[config.mk]
export PLATFORM = sky130hd
export DESIGN_NAME = seq_divider_flat
export DESIGN_NICKNAME = d
export VERILOG_FILES = /design/src/rtl/seq_divider_pkg.sv /design/src/rtl/seq_divider_if.sv /design/src/rtl/seq_divider_sub_bx.sv /design/src/rtl/seq_divider.sv /design/src/flat_wrapper.sv
export SDC_FILE = /design/constraint.sdc
export NUM_CORES = 1
export LEC_CHECK = 0
export ABC_AREA = 1
export BUFFER_PORTS_ARGS = -buffer_cell sky130_fd_sc_hd__buf_2
export CORE_MARGIN = 2
export CORE_UTILIZATION = 41
export DETAILED_ROUTE_END_ITERATION = 8
export GPL_TIMING_DRIVEN = 0
export SLEW_MARGIN = 20
export SYNTH_ARGS = -nofsm -noshare
export SYNTH_HDL_FRONTEND = slang
export SYNTH_SLANG_ARGS = --single-unit
[constraint.sdc]
create_clock -name clk -period 1.7 [get_ports clk]
set_input_delay 0.34 -clock clk [delete_from_list [all_inputs] [get_ports clk]]
set_output_delay 0.34 -clock clk [all_outputs]
set_load 0.02 [all_outputs]
[src/rtl/seq_divider_pkg.sv]
// Shared arithmetic-unit constants: FSM state encoding, counter sizing and the
// error quotient used by the sequential divider and the shift-add multiplier.
package arith_pkg;

  localparam logic [1:0] ST_IDLE = 2'd0;
  localparam logic [1:0] ST_RUN  = 2'd1;
  localparam logic [1:0] ST_DONE = 2'd2;

  // Widest legal operand is 16 bits; users slice down to their own N.
  localparam logic [15:0] ERR_QUOT = 16'hFFFF;

  function automatic int cnt_width(input int n);
    return $clog2(n + 1);
  endfunction

endpackage

[src/rtl/seq_divider_if.sv]
// Start/operand/result bundle between the arithmetic-unit controller and the
// sequential divider.
interface seq_divider_if #(parameter int N = 8);

  logic           start;
  logic [2*N-1:0] dividend;
  logic [N-1:0]   divisor;
  logic [N-1:0]   quotient;
  logic [N-1:0]   remainder;
  logic           busy;
  logic           done;
  logic           div0;
  logic           ovf;

  modport master (
    output start, dividend, divisor,
    input  quotient, remainder, busy, done, div0, ovf
  );

  modport slave (
    input  start, dividend, divisor,
    output quotient, remainder, busy, done, div0, ovf
  );

endinterface

[src/rtl/seq_divider_sub_bx.sv]
// W-bit subtractor for the divider's trial subtraction: a (W bits) minus a
// zero-extended (W-1)-bit b, returning the low W-1 bits and the sign bit.
module sub_bx #(
  parameter int W = 9
) (
  input  logic [W-1:0] a,
  input  logic [W-2:0] b,
  output logic [W-2:0] diff,
  output logic         borrow
);

  // a is always below 2*b in the divider, so the sign bit is exactly the borrow.
  assign {borrow, diff} = a - {1'b0, b};

endmodule

[src/rtl/seq_divider.sv]
// Restoring shift-subtract divider: 2N-bit dividend / N-bit divisor, one
// quotient bit per clock, with divide-by-zero and quotient-overflow detection.
module seq_divider
  import arith_pkg::*;
#(
  parameter int N = 8
) (
  input  logic         clk,
  input  logic         rst_n,
  seq_divider_if.slave bus
);

  localparam int CW = cnt_width(N);

  logic [1:0]    state_q, state_d;
  logic [N-1:0]  a_q, a_d;
  logic [N-1:0]  q_q, q_d;
  logic [N-1:0]  b_q, b_d;
  logic [CW-1:0] count_q, count_d;
  logic [N-1:0]  quot_q, quot_d;
  logic [N-1:0]  rem_q, rem_d;
  logic          div0_q, div0_d;
  logic          ovf_q, ovf_d;

  logic [N:0]    a_wide;
  logic [N-1:0]  t_diff;
  logic          t_borrow;

  // {C, A_shifted}: A shifted left with the top bit of Q entering at the bottom.
  assign a_wide = {a_q, q_q[N-1]};

  sub_bx #(.W(N + 1)) u_sub (
    .a      (a_wide),
    .b      (b_q),
    .diff   (t_diff),
    .borrow (t_borrow)
  );

  always_comb begin
    state_d = state_q;
    a_d     = a_q;
    q_d     = q_q;
    b_d     = b_q;
    count_d = count_q;
    quot_d  = quot_q;
    rem_d   = rem_q;
    div0_d  = div0_q;
    ovf_d   = ovf_q;

    case (state_q)
      ST_IDLE: begin
        if (bus.start) begin
          div0_d = 1'b0;
          ovf_d  = 1'b0;
          if (bus.divisor == '0) begin
            div0_d  = 1'b1;
            quot_d  = ERR_QUOT[N-1:0];
            rem_d   = '0;
            state_d = ST_DONE;
          end else if (bus.dividend[2*N-1:N] >= bus.divisor) begin
            ovf_d   = 1'b1;
            quot_d  = ERR_QUOT[N-1:0];
            rem_d   = '0;
            state_d = ST_DONE;
          end else begin
            a_d     = bus.dividend[2*N-1:N];
            q_d     = bus.dividend[N-1:0];
            b_d     = bus.divisor;
            count_d = CW'(N);
            state_d = ST_RUN;
          end
        end
      end

      ST_RUN: begin
        a_d     = t_borrow ? a_wide[N-1:0] : t_diff;
        q_d     = {q_q[N-2:0], ~t_borrow};
        count_d = count_q - 1'b1;
        if (count_d == '0) begin
          quot_d  = q_d;
          rem_d   = a_d;
          state_d = ST_DONE;
        end
      end

      ST_DONE: state_d = ST_IDLE;

      default: state_d = ST_IDLE;
    endcase
  end

  always_ff @(posedge clk or negedge rst_n) begin
    if (!rst_n) begin
      state_q <= ST_IDLE;
      a_q     <= '0;
      q_q     <= '0;
      b_q     <= '0;
      count_q <= '0;
      quot_q  <= '0;
      rem_q   <= '0;
      div0_q  <= 1'b0;
      ovf_q   <= 1'b0;
    end else begin
      state_q <= state_d;
      a_q     <= a_d;
      q_q     <= q_d;
      b_q     <= b_d;
      count_q <= count_d;
      quot_q  <= quot_d;
      rem_q   <= rem_d;
      div0_q  <= div0_d;
      ovf_q   <= ovf_d;
    end
  end

  assign bus.quotient  = quot_q;
  assign bus.remainder = rem_q;
  assign bus.busy      = (state_q != ST_IDLE);
  assign bus.done      = (state_q == ST_DONE);
  assign bus.div0      = div0_q;
  assign bus.ovf       = ovf_q;

endmodule

[src/flat_wrapper.sv]
// flat-port wrapper written by rule: the top's interface ports become plain ports
module seq_divider_flat import arith_pkg::*;
#(
  parameter int N = 8
)
  (clk, rst_n, bus_start, bus_dividend, bus_divisor, bus_quotient, bus_remainder, bus_busy, bus_done, bus_div0, bus_ovf);
  seq_divider_if #(.N(N)) bus_i ();
  input  logic clk;
  input  logic rst_n;
  input wire logic [$bits(bus_i.start)-1:0] bus_start;
  input wire logic [$bits(bus_i.dividend)-1:0] bus_dividend;
  input wire logic [$bits(bus_i.divisor)-1:0] bus_divisor;
  output wire logic [$bits(bus_i.quotient)-1:0] bus_quotient;
  output wire logic [$bits(bus_i.remainder)-1:0] bus_remainder;
  output wire logic [$bits(bus_i.busy)-1:0] bus_busy;
  output wire logic [$bits(bus_i.done)-1:0] bus_done;
  output wire logic [$bits(bus_i.div0)-1:0] bus_div0;
  output wire logic [$bits(bus_i.ovf)-1:0] bus_ovf;
  assign bus_i.start = bus_start;
  assign bus_i.dividend = bus_dividend;
  assign bus_i.divisor = bus_divisor;
  assign bus_quotient = bus_i.quotient;
  assign bus_remainder = bus_i.remainder;
  assign bus_busy = bus_i.busy;
  assign bus_done = bus_i.done;
  assign bus_div0 = bus_i.div0;
  assign bus_ovf = bus_i.ovf;
  seq_divider #(.N(N)) u_core (.clk(clk), .rst_n(rst_n), .bus(bus_i));
endmodule
==> flow_summary.toml <==
[die]
io_pins = 47
dieArea_mm2 = 0.00795
dieWidth_um = 89.2
initial_core_util = 0.417
placementRows = 31
die_h_um = 89.2
core-area_mm2 = 0.00714

[timing]
fin_skew_ps = 10.8
fin_crit_ps = 1950
tightest_slew_ps = 622
fin_crit_sh = 1.15
finalSetupViolations = 18
hold_viol = 0
drv_slew = 0
fmax_mhz = 513
rsz0062_at_grt = "true"
final.setup.worst_slack_ps = -251
maxSlewHeadroom = 0.585

[outcome]
failed_checks = "negative setup slack"
status = "finished, violations left"

[grt]
grt_overflow = 0
grt_antenna_before_repair = 0
grt_pass1_wl_um = 11800
grt_pass1_vias = 2431
track_usage = 0.192
grt_max_degree = 49

[setup_path]
crit_chain = "inv_1, ha_2, inv_2, fa_2, nand2_2, nand2_4, nand3_4, nand2_4, nand2_4, nand2_8, nand3_4, nand2_1, nand2_1, nand2_1"
cp.arrival_ps = 2170
critPathLaunchType = "flip-flop"
worstSetupPathType = "flip-flop to flip-flop"
end_kind = "flip-flop"
cpPeakStageDelay_ps = 390
worstPathMaxFanout = 5
crit_required_ps = 1920
critPathSlowestCell = "dfrtp_1"

[route]
wirelength_um = 7400
vias_per_cell = 4.83
vias = 2670
wl_per_cell_um = 13.4
drt_pass1_iterations = 4
ant_nets = 0
drtIter0Drc = 126
drcViolationCount = 0

[layout]
fin_nets = 499
layout.cells.non_filler = 553
drive_above_1_share = 0.357
antenna_cells = 0
layout_common_cells = "130 x nand2_1, 48 x dfrtp_1, 47 x buf_2"
syn_to_final_growth_pct = 30.4
layout_commonest_cell = "nand2_1"
fillers = 731
final_area_mm2 = 0.00388

[synthesis]
yosysTopAreaCell = "dfrtp_1"
synth.distinct_cells = 31
syn_area_mm2 = 0.00297
syn_nets = 435
netlist_instances = 389
ys_ff_latch = 48
yosysWarnings = 0
yosysTopAreaCellShare = 0.404
synth_top_cells_by_area = "dfrtp_1 40%, nand2_1 19%, ha_1 7.6%"
ys_seq_area_frac = 0.404
avgSynthCellArea_um2 = 7.65

[clock_network]
root_buffer = "clkbuf_8"
clockBufferDepth = 2
worstSkewPairLatency_ps = 320
clkSlewWorstSetupHoldPaths_ps = 100
h-tree-depth = 2
cts_tree = "built"
cts_buffers = 5
clock-sinks = 48

[placed_design]
placed_cells = 534
place_area_mm2 = 0.00335
dpl.hpwl_um = 5140
io_buffer_count = 46
globalplace.congestion = 0.859

[power_and_ir_drop]
ir_worst_vdd_uv = 901
leakage_nw = 2.09
finalPower_w = 0.00883
p_per_area_mw_per_mm2 = 2280

[flow_run]
cap_violations = 0

[hold_path]
min_path_type = "input pin to async pin"
metrics by stage:
step / TNS (ps) / utilization / hold WS, ps / worst slack (ps)
detailed placement: -9690 / 0.469 / 461 / -301
finish: -3740 / 0.543 / 8.17 / -251
floorplan: -361 / - / 44.4 / -30.9
CTS: -4350 / 0.504 / 248 / -255
global placement: -8660 / 0.469 / 458 / -260
global route: -5670 / 0.543 / 67.7 / -356
worst max-delay path: cells and delay by family (launching register included):
kind                       cells  cell delay, ps
DFF                            1             390
and+or+nand+nor               10             840
buffers and inverters          2             100
adders and majority gates      2             510
cell families (layout without fill, tap and decap cells):
| logic type | count (synthesis) | count (layout) | share of synthesized area |
|---|---|---|---|
| simple gates | 216 | 217 | 0.306 |
| buf+inv | 61 | 125 | 0.0938 |
| flops | 48 | 48 | 0.404 |
| compound gates | 40 | 40 | 0.0968 |
| fa+ha+maj | 19 | 19 | 0.0825 |
| xor+xnor | 5 | 5 | 0.0173 |
worst paths after layout:
path                                               from  depth (start not counted)                      end  slack, ps
worst max-delay path                      u_core.q_q[7]                         14  u_core.bus.remainder[0]       -250
worst min-delay path                              rst_n                          1   u_core.bus.quotient[2]          8
worst max register to register            u_core.q_q[7]                         14  u_core.bus.remainder[0]       -250
worst min register to register  u_core.bus.remainder[1]                          2  u_core.bus.remainder[1]        480
max in group asynchronous                         rst_n                          1            u_core.b_q[6]       1250
min in group clk                         bus_divisor[5]                          3            u_core.b_q[5]        290
flip-flops by register name, summed over array words and instances, names as in the netlist:
register              count
u_core.a_q                8
u_core.b_q                8
u_core.bus.div0           1
u_core.bus.ovf            1
u_core.bus.quotient       8
u_core.bus.remainder      8
u_core.count_q            4
u_core.q_q                8
u_core.state_q            2
power by group:
part	switching (W)	internal (W)
combinational	0.00364	0.00224
sequential	0.000396	0.00168
clock	0.000430	0.000444
total	0.00447	0.00436
synthesized netlist by cell type (all sizes together):
library cell,count
o21a,1
fa,1
a21oi,5
dfrtp,48
inv,50
nand2,155
nand3b,1
xnor2,1
ha,18
o21ai,26
o21bai,7
clkinv,1
clkbuf,1
buf,9
xor2,4
nor2,22
nand3,34
nand4,4
a22o,1
per-layer routing:
| metal | part of all wire | up-vias | global-route usage |
|---|---|---|---|
| met2 | 0.47 | 53 | 0.301 |
| li1 | - | 1350 | - |
| met1 | 0.47 | 1258 | 0.278 |
| met4 | 0.015 | 0 | 0.0529 |
| met3 | 0.038 | 9 | 0.0295 |
| met5 | 0 | - | 0 |
cell type report:
| type | instances | area [µm²] | area share |
|---|---|---|---|
| sequential | 48 | 1200 | 0.310 |
| timing repair buffer | 56 | 325 | 0.0839 |
| tap | 99 | 124 | 0.0319 |
| clock buffer | 5 | 68.8 | 0.0177 |
| buffer | 10 | 96.3 | 0.0248 |
| inverter | 51 | 193 | 0.0497 |
| multi-input combinational | 281 | 1820 | 0.470 |
| clock inverter | 3 | 47.5 | 0.0123 |
what timing repair did:
item / 4_1_cts / 5_1_grt
gates cloned: 1 / 1
setup buffers: 4 / 5
hold buffers: 0 / 0
pin swaps: 6 / 18
endpoints found under the setup margin: 25 / 37
resized for setup: 19 / 47
Note: power is estimated with default switching activity, not from simulation.
